[src/rtl/systolic_mm_engine.sv]
// systolic_mm_engine
// N x N output-stationary systolic matrix multiply: C = A x B, or C += A x B.
// Operands are written into A/B storage while idle. A rising edge on start
// launches a run of 3N-2 cycles. Row i of A enters from the west and column j
// of B enters from the north, each skewed by its index, so PE(i,j) sees
// A[i][k] and B[k][j] together at t = i+j+k. Each PE keeps its C element.
module systolic_mm_engine #(
    parameter int N      = 4,
    parameter int DW     = 8,
    parameter int AW     = 2*DW + $clog2(N),
    parameter int SIGNED = 0
) (
    input  logic                     clk,
    input  logic                     rst,
    input  logic                     start,
    input  logic                     accumulate,
    input  logic                     wr_en,
    input  logic                     wr_sel,
    input  logic [$clog2(N*N)-1:0]   wr_addr,
    input  logic [DW-1:0]            wr_data,
    input  logic [$clog2(N*N)-1:0]   rd_addr,
    output logic [AW-1:0]            rd_data,
    output logic                     busy,
    output logic                     finish
);

    localparam int NN     = N * N;
    localparam int NP     = N * (N - 1);
    localparam int ADDR_W = $clog2(NN);
    localparam int CW     = $clog2(3*N - 2);
    localparam logic [CW-1:0] T_LAST = CW'(3*N - 3);

    typedef enum logic [1:0] {
        S_IDLE = 2'd0,
        S_RUN  = 2'd1,
        S_DONE = 2'd2
    } state_t;

    state_t          r_state;
    logic            r_busy;
    logic            r_finish;
    logic            r_start_d;
    logic            r_armed;
    logic [CW-1:0]   r_t;

    // Operand storage, row-major i*N+j
    logic [DW-1:0]   r_a   [NN];
    logic [DW-1:0]   r_b   [NN];

    // Eastward operand registers: PE(i,j) -> PE(i,j+1), index i*(N-1)+j
    logic [DW-1:0]   r_ah  [NP];
    // Southward operand registers: PE(i,j) -> PE(i+1,j), index i*N+j
    logic [DW-1:0]   r_bv  [NP];

    // Output-stationary accumulators, one per PE (C element)
    logic [AW-1:0]   r_acc [NN];
    logic [AW-1:0]   r_rd;

    logic [DW-1:0]   w_west  [N];
    logic [DW-1:0]   w_north [N];
    logic [DW-1:0]   w_a_in  [NN];
    logic [DW-1:0]   w_b_in  [NN];
    logic            w_launch;
    logic            w_run;
    logic            w_wr_ok;
    logic            w_rd_ok;

    // Widen an operand to accumulator width, sign-extending when SIGNED.
    function automatic logic [AW-1:0] ext_op(input logic [DW-1:0] v);
        logic [AW-1:0] r;
        if (SIGNED != 0) begin
            r = AW'($signed(v));
        end else begin
            r = AW'(v);
        end
        return r;
    endfunction

    // Multiply-accumulate, wrapping modulo 2^AW (no saturation).
    function automatic logic [AW-1:0] mac(input logic [AW-1:0] acc,
                                          input logic [DW-1:0] a,
                                          input logic [DW-1:0] b);
        logic [AW-1:0] p;
        p = ext_op(a) * ext_op(b);
        return acc + p;
    endfunction

    // r_armed requires start to be seen low after reset, so a start level
    // still high at reset release cannot launch a run.
    assign w_launch = start & ~r_start_d & r_armed & (r_state != S_RUN);
    assign w_run    = (r_state == S_RUN);
    assign w_wr_ok  = wr_en & ~r_busy & (int'(wr_addr) < NN);
    assign w_rd_ok  = (int'(rd_addr) < NN);

    assign rd_data  = r_rd;
    assign busy     = r_busy;
    assign finish   = r_finish;

    // Control FSM: launch detection, run counter, registered busy/finish.
    always_ff @(posedge clk or negedge rst) begin
        if (!rst) begin
            r_state   <= S_IDLE;
            r_busy    <= 1'b0;
            r_finish  <= 1'b0;
            r_t       <= '0;
            r_start_d <= 1'b0;
            r_armed   <= 1'b0;
        end else begin
            r_start_d <= start;
            if (!start) begin
                r_armed <= 1'b1;
            end
            case (r_state)
                S_IDLE, S_DONE: begin
                    if (w_launch) begin
                        r_state  <= S_RUN;
                        r_busy   <= 1'b1;
                        r_finish <= 1'b0;
                        r_t      <= '0;
                    end
                end
                S_RUN: begin
                    if (r_t == T_LAST) begin
                        r_state  <= S_DONE;
                        r_busy   <= 1'b0;
                        r_finish <= 1'b1;
                    end else begin
                        r_t <= r_t + CW'(1);
                    end
                end
                default: begin
                    r_state  <= S_IDLE;
                    r_busy   <= 1'b0;
                    r_finish <= 1'b0;
                end
            endcase
        end
    end

    // Operand storage writes, accepted only while not computing.
    always_ff @(posedge clk or negedge rst) begin
        if (!rst) begin
            for (int k = 0; k < NN; k++) begin
                r_a[k] <= '0;
                r_b[k] <= '0;
            end
        end else if (w_wr_ok) begin
            if (wr_sel) begin
                r_b[wr_addr] <= wr_data;
            end else begin
                r_a[wr_addr] <= wr_data;
            end
        end
    end

    // Skewed edge feeds: row i gets A[i][t-i], column j gets B[t-j][j].
    always_comb begin
        for (int i = 0; i < N; i++) begin
            w_west[i]  = '0;
            w_north[i] = '0;
            if ((int'(r_t) >= i) && (int'(r_t) < i + N)) begin
                w_west[i]  = r_a[ADDR_W'(i*N + int'(r_t) - i)];
                w_north[i] = r_b[ADDR_W'((int'(r_t) - i)*N + i)];
            end
        end
    end

    // PE inputs: edge feeds on the first row/column, neighbour registers inside.
    always_comb begin
        for (int i = 0; i < N; i++) begin
            for (int j = 0; j < N; j++) begin
                if (j == 0) begin
                    w_a_in[i*N+j] = w_west[i];
                end else begin
                    w_a_in[i*N+j] = r_ah[i*(N-1)+j-1];
                end
                if (i == 0) begin
                    w_b_in[i*N+j] = w_north[j];
                end else begin
                    w_b_in[i*N+j] = r_bv[(i-1)*N+j];
                end
            end
        end
    end

    // PE array: clear or keep C at launch, then MAC and forward operands.
    always_ff @(posedge clk or negedge rst) begin
        if (!rst) begin
            for (int k = 0; k < NN; k++) begin
                r_acc[k] <= '0;
            end
            for (int k = 0; k < NP; k++) begin
                r_ah[k] <= '0;
                r_bv[k] <= '0;
            end
        end else if (w_launch) begin
            // Flush operand pipeline so nothing from a prior run leaks in.
            for (int k = 0; k < NP; k++) begin
                r_ah[k] <= '0;
                r_bv[k] <= '0;
            end
            if (!accumulate) begin
                for (int k = 0; k < NN; k++) begin
                    r_acc[k] <= '0;
                end
            end
        end else if (w_run) begin
            for (int i = 0; i < N; i++) begin
                for (int j = 0; j < N; j++) begin
                    r_acc[i*N+j] <= mac(r_acc[i*N+j], w_a_in[i*N+j], w_b_in[i*N+j]);
                    if (j < N-1) begin
                        r_ah[i*(N-1)+j] <= w_a_in[i*N+j];
                    end
                    if (i < N-1) begin
                        r_bv[i*N+j] <= w_b_in[i*N+j];
                    end
                end
            end
        end
    end

    // Registered readback of C, zero for out-of-range addresses.
    always_ff @(posedge clk or negedge rst) begin
        if (!rst) begin
            r_rd <= '0;
        end else if (w_rd_ok) begin
            r_rd <= r_acc[rd_addr];
        end else begin
            r_rd <= '0;
        end
    end

endmodule

[config.mk]
export PLATFORM = sky130hd
export DESIGN_NAME = systolic_mm_engine
export DESIGN_NICKNAME = d
export VERILOG_FILES = /design/src/rtl/systolic_mm_engine.sv
export SDC_FILE = /design/constraint.sdc
export NUM_CORES = 2
export LEC_CHECK = 0
export CAP_MARGIN = 20
export CORE_MARGIN = 3
export CORE_UTILIZATION = 45
export CTS_BUF_LIST = sky130_fd_sc_hd__clkbuf_4
export CTS_CLUSTER_SIZE = 28
export DETAILED_ROUTE_END_ITERATION = 10
export SLEW_MARGIN = 20
export SYNTH_ARGS = -nofsm -noshare
export SYNTH_HDL_FRONTEND = slang
export SYNTH_SLANG_ARGS = --single-unit
[constraint.sdc]
create_clock -name clk -period 6.9 [get_ports clk]
set_clock_uncertainty 0.05 [all_clocks]
set_input_delay 1.725 -clock clk [delete_from_list [all_inputs] [get_ports clk]]
set_output_delay 1.725 -clock clk [all_outputs]
set_load 0.03 [all_outputs]
* Word level (Yosys, flattened, before mapping) *
Cells that the tools add are included.

storage, ports and cells
  register bits = 764
  bits of input ports = 22
  output and inout port bits = 20
  logic and storage cells = 302

cells by class
  $add $sub $neg = 29
  multiply operators = 16
  order comparisons = 18
  eq/ne operators = 8
  muxes and demuxes = 122
  bitwise gates (word level) = 17
  reductions and logical operators = 13

operators with widths
  cell                   count
  $mux W18               66
  $mux W288              3
  $mux W96               4
  $add A18 B18 Y18       16
  $mul A18 B18 Y18       16
  $bmux W8 S4            8
  $bwmux W128            2
  $mux W8                25
  $bmux W18 S4           1
  $ge A4 B5 Y1 const B   8
  $demux W8 S4           1
  $not A4 Y4             8
  $lt A4 B3 Y1 const B   4
  $ge A5 B5 Y1 const B   2
  $not A4 Y5             2
  $add A4 B3 Y4 const B  2
  $add A4 B4 Y4 const A  2
  $ge A4 B2 Y1 const B   2
  $mux W4                2
  $pmux W4 S2            1
  $reduce_and A2 Y1      4
  $sub A4 B2 Y4 const B  2
  $ne A2 B2 Y1 const B   3
  $lt A5 B1 Y1 const B   1
  other kinds (22)       38

* Logic depth before layout (Yosys ltp) *
  depth after elaboration = 13
  depth in mapped cells = 33
  mapped depth without buffers = 28

* Worst setup path after synthesis *
No wires, ideal clock.

  kind = reg2reg
  start point = register r_t[1]
  end point = register r_acc[140] in the netlist's numbering
  library setup time = 0.129 ns
  data arrival time = 7.201 ns
  required time = 6.721 ns
  setup slack = -0.480 ns
  cell stages (with the launch flop) = 34
  path buffers = 6
  clock period less this slack = 7.380 ns
  path through = dfrtp_1 -> buf_4 -> buf_4 -> inv_1 -> clkbuf_1 -> ha_1 -> buf_2 -> buf_4 -> buf_2 -> mux4_2 -> nand2_1 -> nand2_1 -> a21oi_1 -> or2_2 -> fa_1 -> inv_1 -> fa_1 -> inv_1 -> fa_1 -> inv_1 -> ha_1 -> ha_1 -> inv_1 -> fa_1 -> inv_1 -> ha_1 -> o21ai_0 -> nand2b_1 -> and3_1 -> a2111oi_0 -> nor2_1 -> a21oi_1 -> xor2_1 -> o21ai_1

on the way
  longest elaborated chain between the ends = 13
  elaborated cells between the ends (all ways) = 16
  those cells by class = 3 x add/sub; 1 x mul; 2 x order compare; 8 x mux; 1 x bitwise; 1 x reduce/logical

ends and longest elaborated chain
  what                                        RTL line  source
  from (decl)                                 44        logic [CW-1:0] r_t;
  from (signal assigned)                      128       r_t <= r_t + CW'(1);
  $add A4 B4 Y4                               162       w_west[i] = r_a[ADDR_W'(i*N + int'(r_t) - i)];
  $sub A4 B2 Y4                               162
  $not A4 Y4 (not written as such)            162
  $bmux W8 S4                                 162
  $mux W8 (not written as such) (2 in a row)  162
  $mux W8 (*)                                 161       if ((int'(r_t) >= i) && (int'(r_t) < i + N)) begin
  $mux W18 (*)                                207       end else if (w_run) begin
  $mux W18 (*)                                196       end else if (w_launch) begin
  $mul A18 B18 Y18 (*)                        84        p = ext_op(a) * ext_op(b);
  $add A18 B18 Y18 (*)                        85        return acc + p;
  $mux W288 (*)                               207
  $mux W288 (*)                               196
  to (signal, indexed assignment)             210       r_acc[i*N+j] <= mac(r_acc[i*N+j], w_a_in[i*N+j], w_b_in[i*N+j]);
  to (decl)                                   56        logic [AW-1:0] r_acc [NN];

Every way passes the cells marked *; elsewhere a longest branch is shown, timed or not. The select of a mux whose other input is x is not followed.
A chain may end at the register's enable or synchronous reset.

* Final worst setup path *
  start point = register r_t[0]
  end point = register r_acc[213] in the netlist's numbering

on the way
  longest elaborated chain between the ends = 13
  elaborated cells between the ends (all ways) = 16
  those cells by class = 3 x add/sub; 1 x mul; 2 x order compare; 8 x mux; 1 x bitwise; 1 x reduce/logical

ends and longest elaborated chain
  what                                        RTL line
  $add A3 B4 Y4                               162
  $sub A4 B1 Y4                               162
  $not A4 Y4 (not written as such)            162
  $bmux W8 S4                                 162
  $mux W8 (not written as such) (2 in a row)  162
  $mux W8 (*)                                 161
  $mux W18 (*)                                207
  $mux W18 (*)                                196
  $mul A18 B18 Y18 (*)                        84
  $add A18 B18 Y18 (*)                        85
  $mux W288 (*)                               207
  $mux W288 (*)                               196

Marked as above.

==> results.json <==
{
  "cp-endpoint": "r_acc[213]",
  "vias_per_cell": 5.34,
  "arrival_ns": 7.79,
  "die_area_um2": 190000,
  "synth.most_common_cell": "inv_1",
  "fin_util": 0.498,
  "syn_nets": 10603,
  "ant_nets": 0,
  "ys_seq_area_frac": 0.229,
  "ys_ff_latch": 763,
  "yosys_warnings": 0,
  "dieWidth_um": 436,
  "rr_worst_depth": 26,
  "drc_errors": 0,
  "finalCritPeriodShare": 0.966,
  "syn_area_um2": 83300,
  "wl_per_cell_um": 20.3,
  "clk_pin_slew_ns": 0.07,
  "io_pins": 42,
  "yosys.area.top_type_share": 0.229,
  "syn_to_final_growth_pct": 9.73,
  "slowest_stage": "fa_1",
  "grt_antenna_before_repair": 36,
  "grtUsageTotal": 0.253,
  "worst_pin_slew_ns": 1.25,
  "core_um2": 183000,
  "crit_buf_inv": 6,
  "grt_start_max_net_pins": 153,
  "ys_top_cells_by_count": "1900 x inv_1, 1111 x ha_1, 919 x nand2_1",
  "cts_max_path_buffers": 3,
  "synth-async-reset-ratio": 1.00,
  "port_buffers": 41,
  "syn_inst": 8670,
  "r2r-start": "r_t[0]",
  "finalSetupViolations": 0,
  "endpoint_kind": "register",
  "crit_fanout": 11,
  "r2r_end": "r_acc[213]",
  "cp_top_family": "adder cells",
  "crit_start": "r_t[0]",
  "period_needed_ns": 6.67,
  "yosys.area.top_type": "dfrtp_1",
  "firstDrtPassIters": 7,
  "ys_types": 79,
  "drv_slew": 0,
  "synth_area_leaders": "dfrtp_1 23%, fa_1 19%, ha_1 17%, inv_1 8.6%, mux4_2 5.6%",
  "grt_overflow": 0,
  "peakVddDrop_v": 0.000387,
  "max_cap_viol_count": 0,
  "rrSetupSlack_ns": 0.23,
  "nets": 10829,
  "place_area_um2": 87900,
  "hp-class": "in2async",
  "cp-start-kind": "register",
  "hold_violations": 0,
  "clockRootBuffer": "clkbuf_4",
  "cp_common_cell": "fa_1",
  "crit_cells": 26,
  "start_util": 0.454,
  "dr_total_vias": 61665,
  "timing.fmax_mhz": 150,
  "drive_gt1_frac": 0.140,
  "power-per-cell-area_nw_per_um2": 337,
  "p_leak_nw": 49.4,
  "insertion_delay_ns": 1.32,
  "dieHeight_um": 436,
  "avgSynthCellArea_um2": 9.60,
  "drtIter0Drc": 4431,
  "ys.flop_type": "dfrtp_1",
  "cts_max_level": 4,
  "cts_inserted_buffers": 223,
  "relSlewSlack": 0.161,
  "required_ns": 8.02,
  "grt_pass1_wl_um": 375000,
  "gp_congestion": 0.909,
  "wl_um": 235000,
  "outcome": "finished clean",
  "synth-edff-count": 0,
  "final_area_um2": 91400,
  "cts_tree": "done",
  "grt_pass1_vias": 64776,
  "max_stage_delay_ns": 0.49,
  "rows": 157,
  "critPathKind": "reg2reg",
  "dp_hpwl_um": 184000,
  "clock-sinks": 763
}
power breakdown:
part / internal (mW) / leakage (nW) / total [mW] / switching [mW]
sequential: 5.93 / 10.2 / 8.55 / 2.62
combinational: 7.67 / 37.5 / 17.8 / 10.2
clock: 2.16 / 1.67 / 4.43 / 2.26
how the worst min path moves through the flow:
stage                     endpoint  slack, ns  depth (start not counted)
after global routing      r_bv[18]       0.31                          1
final                     r_bv[18]       0.39                          1
after detailed placement   r_armed       0.41                          1
after floorplan            r_armed       0.38                          1
after global placement     r_armed       0.40                          1
after CTS                 r_bv[18]       0.24                          1
repair_timing:
action	in CTS	in global routing
setup endpoints to repair	4	39
hold buffers	0	0
setup buffers	0	10
pin swaps	0	23
gates resized for setup	5	86
gates cloned	0	4
cells by family after synthesis:
kind of cell	count (synthesis)	synth area share
buffers and inverters	2253	0.103
and+or+nand+nor	2059	0.119
adders and majority gates	1911	0.359
AOI/OAI and AO/OA	999	0.0742
DFF	763	0.229
muxes	507	0.0963
xor gates and xnor gates	178	0.0187
state kept, by name (all words and copies together) (netlist names):
register / cells
r_armed: 1
r_start_d: 1
r_bv: 96
busy: 1
r_ah: 96
rd_data: 18
r_a: 128
r_acc: 288
r_b: 128
r_state: 2
r_t: 4
through the flow:
step | setup TNS, ns | setup WS, ns | hold WS, ns | cells | power, mW
2_1_floorplan | 0 | 0.00378 | 0.385 | 8670 | 18.7
3_3_place_gp | -0.0227 | -0.0227 | 0.400 | 11121 | 25.5
3_5_place_dp | -0.392 | -0.152 | 0.410 | 11121 | 26.0
4_1_cts | 0 | 0.0147 | 0.239 | 11516 | 30.6
5_1_grt | -0.119 | -0.0532 | 0.308 | 11538 | 33.5
6_report | 0 | 0.232 | 0.390 | 11549 | 30.8
cell usage in the layout (no fill, tap or decap), types with 63 or more instances in the layout:
| cell type | count |
|---|---|
| nand3_1 | 101 |
| mux4_2 | 208 |
| mux2_2 | 270 |
| a22o_1 | 79 |
| nor2_1 | 222 |
| a21oi_1 | 165 |
| dfrtp_1 | 761 |
| and3_1 | 136 |
| nand2_1 | 917 |
| and2_1 | 455 |
| inv_1 | 1898 |
| fa_1 | 800 |
| xor2_1 | 103 |
| ha_1 | 1107 |
| clkbuf_4 | 306 |
| nand2b_1 | 63 |
| a21o_1 | 75 |
| xnor2_1 | 72 |
| o21ai_0 | 427 |
| buf_4 | 272 |
layout make-up:
type                            instances  area [um^2]
Fill cell                           17276        92100
Multi-Input combinational cell       5654        55900
Timing Repair Buffer                  354         3250
Clock inverter                         89          520
Tap cell                             2464         3080
Antenna cell                           19         47.5
Sequential cell                       763        19100
Inverter                             1900         7130
Clock buffer                          306         2300
per-layer routing:
layer | up-vias | share of wire | global-route usage
li1 | 28337 | - | -
met5 | - | 0.00041 | 0
met3 | 422 | 0.058 | 0.0415
met4 | 14 | 0.038 | 0.0937
met1 | 31203 | 0.43 | 0.336
met2 | 1689 | 0.47 | 0.417
No activity file was read; power rests on OpenSTA's default activity.
